<file path="src/rtl/atm_pkg.sv">
// -----------------------------------------------------------------------------
// atm_pkg
// Shared definitions for the ATM session transaction stage:
//   - one-hot FSM state constants (ST_IDLE .. ST_DONE)
//   - transaction type encodings (TIPO_DEPOSITO / TIPO_RETIRO)
// -----------------------------------------------------------------------------
package atm_pkg;

  localparam int ST_W = 5;
  typedef logic [ST_W-1:0] state_t;

  localparam state_t ST_IDLE       = 5'b00001;
  localparam state_t ST_WAIT_TIPO  = 5'b00010;
  localparam state_t ST_WAIT_MONTO = 5'b00100;
  localparam state_t ST_EXEC       = 5'b01000;
  localparam state_t ST_DONE       = 5'b10000;

  localparam logic TIPO_DEPOSITO = 1'b0;
  localparam logic TIPO_RETIRO   = 1'b1;

endpackage

</file>
<file path="src/rtl/atm_transaction_engine_timeout.sv">
// -----------------------------------------------------------------------------
// atm_timeout_counter
// Inactivity counter for the session wait states.
// Ports:
//   clk      in  : clock
//   reset    in  : synchronous, active-low reset
//   clr      in  : clear the count (has priority over en)
//   en       in  : count this cycle
//   expirado out : count has reached TIMEOUT_CYCLES-1
// -----------------------------------------------------------------------------
module atm_timeout_counter #(
  parameter int TIMEOUT_CYCLES = 1000
) (
  input  logic clk,
  input  logic reset,
  input  logic clr,
  input  logic en,
  output logic expirado
);

  localparam int CNT_W = $clog2(TIMEOUT_CYCLES);

  logic [CNT_W-1:0] cnt_q, cnt_d;

  assign expirado = (cnt_q == CNT_W'(TIMEOUT_CYCLES - 1));

  // Hold at the terminal count so the counter never wraps back to zero.
  always_comb begin
    cnt_d = cnt_q;
    if (clr)
      cnt_d = '0;
    else if (en && !expirado)
      cnt_d = cnt_q + CNT_W'(1);
  end

  always_ff @(posedge clk) begin
    if (!reset)
      cnt_q <= '0;
    else
      cnt_q <= cnt_d;
  end

endmodule

</file>
<file path="src/rtl/atm_transaction_engine.sv">
// -----------------------------------------------------------------------------
// atm_transaction_engine
// Session transaction stage of the automatic cashier. Opens a session on
// pin_ok, runs deposits/withdrawals against the working balance, and closes
// on terminar or inactivity timeout, strobing fin for balance writeback.
// Ports:
//   clk, reset (sync, active-low)
//   pin_ok, balance_in           : session open + initial balance
//   tipo_stb, tipo               : transaction type (0 deposit, 1 withdrawal)
//   monto_stb, monto             : transaction amount
//   terminar                     : user end-of-session request
//   balance_out                  : registered working balance
//   sesion_activa, fin           : session status / end-of-session pulse
//   deposito_ok, entregar_dinero,
//   fondos_insuficientes,
//   limite_excedido              : one-cycle result pulses
// Configuration macro: WITHDRAW_LIMIT_EN enables the per-session cumulative
// withdrawal cap (LIMITE_RETIRO); without it limite_excedido is tied low.
// -----------------------------------------------------------------------------
module atm_transaction_engine
  import atm_pkg::*;
#(
  parameter int BAL_W          = 32,
  parameter int MONTO_W        = 16,
  parameter int TIMEOUT_CYCLES = 1000,
  parameter int LIMITE_RETIRO  = 50000
) (
  input  logic               clk,
  input  logic               reset,
  input  logic               pin_ok,
  input  logic [BAL_W-1:0]   balance_in,
  input  logic               tipo_stb,
  input  logic               tipo,
  input  logic               monto_stb,
  input  logic [MONTO_W-1:0] monto,
  input  logic               terminar,
  output logic [BAL_W-1:0]   balance_out,
  output logic               sesion_activa,
  output logic               deposito_ok,
  output logic               entregar_dinero,
  output logic               fondos_insuficientes,
  output logic               limite_excedido,
  output logic               fin
);

  state_t state_q, state_d;

  logic [BAL_W-1:0]   bal_q, bal_d;
  logic               tipo_q, tipo_d;
  logic [MONTO_W-1:0] monto_q, monto_d;
  logic               dep_q, dep_d, ent_q, ent_d, fnd_q, fnd_d, lim_q, lim_d;
  logic [BAL_W-1:0]   monto_w;
  logic               expirado;

  assign monto_w = BAL_W'(monto_q);

  function automatic logic [BAL_W-1:0] sat_add(input logic [BAL_W-1:0]   a,
                                              input logic [MONTO_W-1:0] b);
    logic [BAL_W:0] s;
    s = {1'b0, a} + (BAL_W + 1)'(b);
    return s[BAL_W] ? {BAL_W{1'b1}} : s[BAL_W-1:0];
  endfunction

`ifdef WITHDRAW_LIMIT_EN
  localparam int ACC_W = MONTO_W + BAL_W;
  logic [ACC_W-1:0] acc_q, acc_d;
  logic [ACC_W:0]   acc_sum;
  assign acc_sum = {1'b0, acc_q} + (ACC_W + 1)'(monto_q);
`endif

  // Every accepted strobe moves the FSM, so any state change restarts the
  // idle count; the count only runs while waiting for user input.
  atm_timeout_counter #(
    .TIMEOUT_CYCLES(TIMEOUT_CYCLES)
  ) u_timeout (
    .clk      (clk),
    .reset    (reset),
    .clr      (state_d != state_q),
    .en       ((state_q == ST_WAIT_TIPO) || (state_q == ST_WAIT_MONTO)),
    .expirado (expirado)
  );

  // FSM state register
  always_ff @(posedge clk) begin
    if (!reset)
      state_q <= ST_IDLE;
    else
      state_q <= state_d;
  end

  // FSM next state: terminar beats strobes, strobes beat timeout
  always_comb begin
    state_d = state_q;
    case (state_q)
      ST_IDLE:       if (pin_ok) state_d = ST_WAIT_TIPO;
      ST_WAIT_TIPO: begin
        if (terminar)      state_d = ST_DONE;
        else if (tipo_stb) state_d = ST_WAIT_MONTO;
        else if (expirado) state_d = ST_DONE;
      end
      ST_WAIT_MONTO: begin
        if (terminar)       state_d = ST_DONE;
        else if (monto_stb) state_d = ST_EXEC;
        else if (expirado)  state_d = ST_DONE;
      end
      ST_EXEC:       state_d = ST_WAIT_TIPO;
      ST_DONE:       state_d = ST_IDLE;
      default:       state_d = ST_IDLE;
    endcase
  end

  // FSM outputs
  always_comb begin
    sesion_activa = (state_q != ST_IDLE);
    fin           = (state_q == ST_DONE);
  end

  // Datapath next state: balance, latches, result pulses
  always_comb begin
    bal_d   = bal_q;
    tipo_d  = tipo_q;
    monto_d = monto_q;
    dep_d   = 1'b0;
    ent_d   = 1'b0;
    fnd_d   = 1'b0;
    lim_d   = 1'b0;
`ifdef WITHDRAW_LIMIT_EN
    acc_d   = acc_q;
`endif
    if (state_q == ST_IDLE && pin_ok) begin
      bal_d = balance_in;
`ifdef WITHDRAW_LIMIT_EN
      acc_d = '0;
`endif
    end
    if (state_q == ST_WAIT_TIPO && tipo_stb)
      tipo_d = tipo;
    if (state_q == ST_WAIT_MONTO && monto_stb)
      monto_d = monto;
    // A zero amount is a no-op for either type.
    if (state_q == ST_EXEC && monto_q != '0) begin
      case (tipo_q)
        TIPO_DEPOSITO: begin
          bal_d = sat_add(bal_q, monto_q);
          dep_d = 1'b1;
        end
        TIPO_RETIRO: begin
          if (monto_w > bal_q)
            fnd_d = 1'b1;
`ifdef WITHDRAW_LIMIT_EN
          else if (acc_sum > (ACC_W + 1)'(LIMITE_RETIRO))
            lim_d = 1'b1;
`endif
          else begin
            bal_d = bal_q - monto_w;
            ent_d = 1'b1;
`ifdef WITHDRAW_LIMIT_EN
            acc_d = acc_q + ACC_W'(monto_q);
`endif
          end
        end
        default: ;
      endcase
    end
  end

  always_ff @(posedge clk) begin
    if (!reset) begin
      bal_q <= '0;
      dep_q <= 1'b0;
      ent_q <= 1'b0;
      fnd_q <= 1'b0;
      lim_q <= 1'b0;
    end else begin
      bal_q <= bal_d;
      dep_q <= dep_d;
      ent_q <= ent_d;
      fnd_q <= fnd_d;
      lim_q <= lim_d;
    end
  end

  // Type/amount latches carry no state across sessions; no reset needed.
  always_ff @(posedge clk) begin
    tipo_q  <= tipo_d;
    monto_q <= monto_d;
  end

`ifdef WITHDRAW_LIMIT_EN
  always_ff @(posedge clk) begin
    if (!reset)
      acc_q <= '0;
    else
      acc_q <= acc_d;
  end
`endif

  assign balance_out          = bal_q;
  assign deposito_ok          = dep_q;
  assign entregar_dinero      = ent_q;
  assign fondos_insuficientes = fnd_q;
`ifdef WITHDRAW_LIMIT_EN
  assign limite_excedido      = lim_q;
`else
  assign limite_excedido      = 1'b0;
`endif

endmodule

</file>
<file path="config.mk">
export PLATFORM = sky130hd
export DESIGN_NAME = atm_transaction_engine
export DESIGN_NICKNAME = d
export VERILOG_FILES = /design/src/rtl/atm_pkg.sv /design/src/rtl/atm_transaction_engine_timeout.sv /design/src/rtl/atm_transaction_engine.sv
export SDC_FILE = /design/constraint.sdc
export NUM_CORES = 1
export LEC_CHECK = 0
export BUFFER_PORTS_ARGS = -buffer_cell sky130_fd_sc_hd__buf_2
export CORE_ASPECT_RATIO = 1.4
export CORE_MARGIN = 5
export CORE_UTILIZATION = 60
export DETAILED_ROUTE_END_ITERATION = 7
export PLACE_DENSITY = 0.81
export REMOVE_ABC_BUFFERS = 1
export SYNTH_ARGS = -nofsm -noshare
export SYNTH_HDL_FRONTEND = slang
export SYNTH_SLANG_ARGS = --single-unit
export TNS_END_PERCENT = 1
</file>
<file path="constraint.sdc">
create_clock -name clk -period 6.7 [get_ports clk]
set_input_delay 0.67 -clock clk [delete_from_list [all_inputs] [get_ports clk]]
set_output_delay 0.67 -clock clk [all_outputs]
set_load 0.05 [all_outputs]
</file>
==> summary.txt <==
Status
  – Outcome: finished clean

Finish
  – Layout cells sized above 1: 15.8%
  – Nets: 909
  – Area Growth Syn to Fin: 11.6%
  – Finished Core Util: about 69%
  – Fillers: roughly 850
  – Ant diodes: 0

Synth
  – Synth Register Bits: 67
  – Mux cell area share after synthesis: ~1.0%
  – Ys flop type: dfxtp_1
  – Synth Cell Area: 5820 µm²
  – Largest family of logic cells by synthesized area: simple AND/OR/NAND/NOR gates
  – Post-Synth XOR/XNOR Area: 5.72%
  – Number of flops mapped to enable cells by yosys: 17
  – Yosys Warn Count: 0
  – Leading area contributor after synthesis: dfxtp_1
  – Compound-Gate Fraction of Synth Area: 24.6%
  – Post-Synth Simple-Gate Area: between 20 and 30%
  – Area contributors post-synth: dfxtp_1, edfxtp_1, ha_1
  – Post-synthesis adder-cell area fraction: 7.79%
  – Syn_area_per_cell: 7.67 µm²
  – Post-synth cell types: 84
  – Top-area cell type share of the netlist area: around 17%
  – Synth Instances: 758
  – Register area share after synthesis: between 20 and 30%
  – Asr flop ratio synth: 0%

Placement
  – HPWL Detailed: 13.9 mm
  – Port bufs: ~90
  – Final RePlAce weighted congestion: ~1

Setup path
  – Worst Path Arrival: ~4.3 ns
  – Crit Path Class: reg2reg
  – Crit Path Max Fanout: 13
  – Crit-path max cell delay: 0.88 ns
  – Crit start category: flip-flop
  – Worst path slowest cell: a2111oi_4
  – Data required, critical path: 6.95 ns
  – Crit. End Element: flip-flop
  – Crit-path cells: inv_1 -> ha_1 -> nor4_4 -> o21ai_0 -> a311oi_2 -> o21ai_1 -> a2111oi_4 -> nor2_1 -> a311o_1 -> a311oi_1

Pwr
  – Leak pwr: 2.75 nW
  – VDD IR max: 0.175 mV
  – Pwr/cell area: between 200 and 250 nW/µm²

Clock tree
  – Post-CTS Setup Bufs: 0
  – CTS Buffer Depth: 2
  – CTS tree: yes
  – Post-cts repair resize count: 0
  – CTS root buffer: clkbuf_16
  – H-tree level count: 3
  – Clk Latency, worst-skew pair: 0.34 ns
  – TritonCTS buffer count: 9
  – Clk sinks: between 60 and 70
  – Reg clk slew, reported paths: 0.06 ns
  – Hold Buf Count CTS: 0

Timing
  – Fin Clk Skew: 0.00676 ns
  – Setup TNS Final: 0 ns
  – Max-slew headroom: 35.7%
  – RSZ-0062 raised after global routing: no
  – Min Tclk post-route: about 4.0 ns
  – Worst slew pin tran: 0.965 ns
  – Fin crit share: 60.4%
  – Max Fclk: between 200 and 250 MHz
  – Final hold viol count: 0
  – Setup-failing EPs final: 0
  – Fin. max-slew vios: 0

Routing
  – Routed length per instance: about 20 µm
  – Initial DRC Count: 474
  – Antenna Nets Post-Route: 0
  – Drt via density: 6.48
  – Final WL: 18.9 mm
  – Drt drc: 0
  – Drt pass-1 iters: 5
  – Vias: 6054

Floorplanning
  – Die Footprint: 11800 µm²
  – Die W: 93.2 µm
  – Initial core utilization: 61.5%
  – IO Count: 93
  – FP Rows: 42
  – Die Height: between 100 and 150 µm
  – Placeable Area: 9460 µm²

Global route
  – Tot GR Track Use: 31.9%
  – Pin count of the biggest net entering global routing: 40
  – First-pass GRT wire length: 29.8 mm
  – Gr ovfl total: 0
  – Vias in the first global route: 5967
  – Initial antenna violation count: 0

Flow run
  – Max_cap viols: 0

Min path
  – Hold crit path type: in2reg
through the flow:
step                instances  setup slack [ns]  hold slack [ns]  total power, mW  instance area, µm²
finish                    934              2.65            0.504             1.35                6490
global placement          918              2.87            0.478            0.830                6170
detailed placement        918              2.71            0.488            0.835                6170
floorplan                 714              3.19            0.455            0.732                5550
CTS                       934              2.74            0.495             1.35                6490
global route              934              2.44            0.500             1.41                6490
worst max-delay path, delay by kind of cell, from the launching register on:
| family | cells | cell delay, ns |
|---|---|---|
| and+or+nand+nor | 2 | 0.86 |
| AOI/OAI and AO/OA | 6 | 2.23 |
| DFF | 1 | 0.38 |
| buffers and inverters | 1 | 0.06 |
| adders and majority gates | 1 | 0.43 |
final cells by class:
type                            count  area (µm²)  share of cell area (%)
Multi-Input combinational cell    597        3850                    59.4
Sequential cell                    67        1510                    23.3
Timing Repair Buffer               94         478                    7.36
Clock buffer                       11         264                    4.07
Inverter                           50         188                    2.89
Tap cell                          110         138                    2.12
Clock inverter                      5        57.6                   0.887
routing by layer:
| layer | GRT usage, % | up-vias | routed length, µm | share of wire (%) |
|---|---|---|---|---|
| met5 | 0 | - | 0 | 0 |
| met4 | 18.6 | 0 | 958 | 5.1 |
| met3 | 5.27 | 66 | 1300 | 6.9 |
| met2 | 55.7 | 298 | 9410 | 50 |
| met1 | 36.1 | 2818 | 7190 | 38 |
| li1 | - | 2872 | - | - |
registers in the layout (all words and copies together) (netlist names):
name and flops:
monto_q 16, balance_out 32, deposito_ok 1, entregar_dinero 1
fondos_insuficientes 1, u_timeout.cnt_q 10, tipo_q 1, state_q 5
final timing paths:
kind / from / endpoint / slack (ns) / cells past startpoint
min reg2reg: state_q[2]$_SDFF_PN0_ / state_q[2]$_SDFF_PN0_ / 0.51 / 2
min: monto[14] / monto_q[14]$_DFFE_PP_ / 0.50 / 1
max reg2reg: monto_q[7]$_DFFE_PP_ / balance_out[14]$_SDFF_PN0_ / 2.65 / 10
max: monto_q[7]$_DFFE_PP_ / balance_out[14]$_SDFF_PN0_ / 2.65 / 10
cell families (layout without fill, tap and decap cells):
logic type               Yosys count  after routing
AO/OA/AOI/OAI                    205            205
XOR/XNOR                          38             38
buffers and inverters             94            160
AND/OR/NAND/NOR                  312            312
adder cells (fa/ha/maj)           35             35
other                              1              1
multiplexers                       6              6
flip-flops                        67             67
synth_stat cells (5+ instances only):
cell      count
o311ai_0      5
or3_1         9
a21oi_1      54
a21o_1        8
a211o_1       5
edfxtp_1     17
buf_2         8
o21bai_1      5
nand2_1     100
xnor2_1      28
a31oi_1       9
or4_1         5
nor2b_1      11
inv_1        50
nand2b_1     12
clkbuf_1     20
nand3_1      26
dfxtp_1      50
and2_1        7
nor3_1       22
nand4_1      10
mux2i_1       6
clkbuf_8      5
o21ai_0      34
a211oi_1     13
xor2_1       10
nor2_1       59
and3_1       15
ha_1         33
a311oi_1      5
nor4_1       13
o211ai_1     10
where the power goes:
part | total (mW) | internal [mW] | switching [mW]
Sequential | 0.466 | 0.431 | 0.0346
Combinational | 0.369 | 0.134 | 0.235
Clock | 0.517 | 0.321 | 0.196
cells in the final DEF, fill, tap and decap left out, types with 11 or more instances in the layout:
cell type    n
nor2_1      59
dfxtp_1     50
edfxtp_1    17
nand3_1     26
buf_2       91
nor3_1      22
nor2b_1     11
a21oi_1     54
ha_1        33
a211oi_1    13
o21ai_0     34
and3_1      15
xnor2_1     28
nor4_1      13
inv_1       50
nand2b_1    12
nand2_1    100
Note: power is estimated with default switching activity, not from simulation.
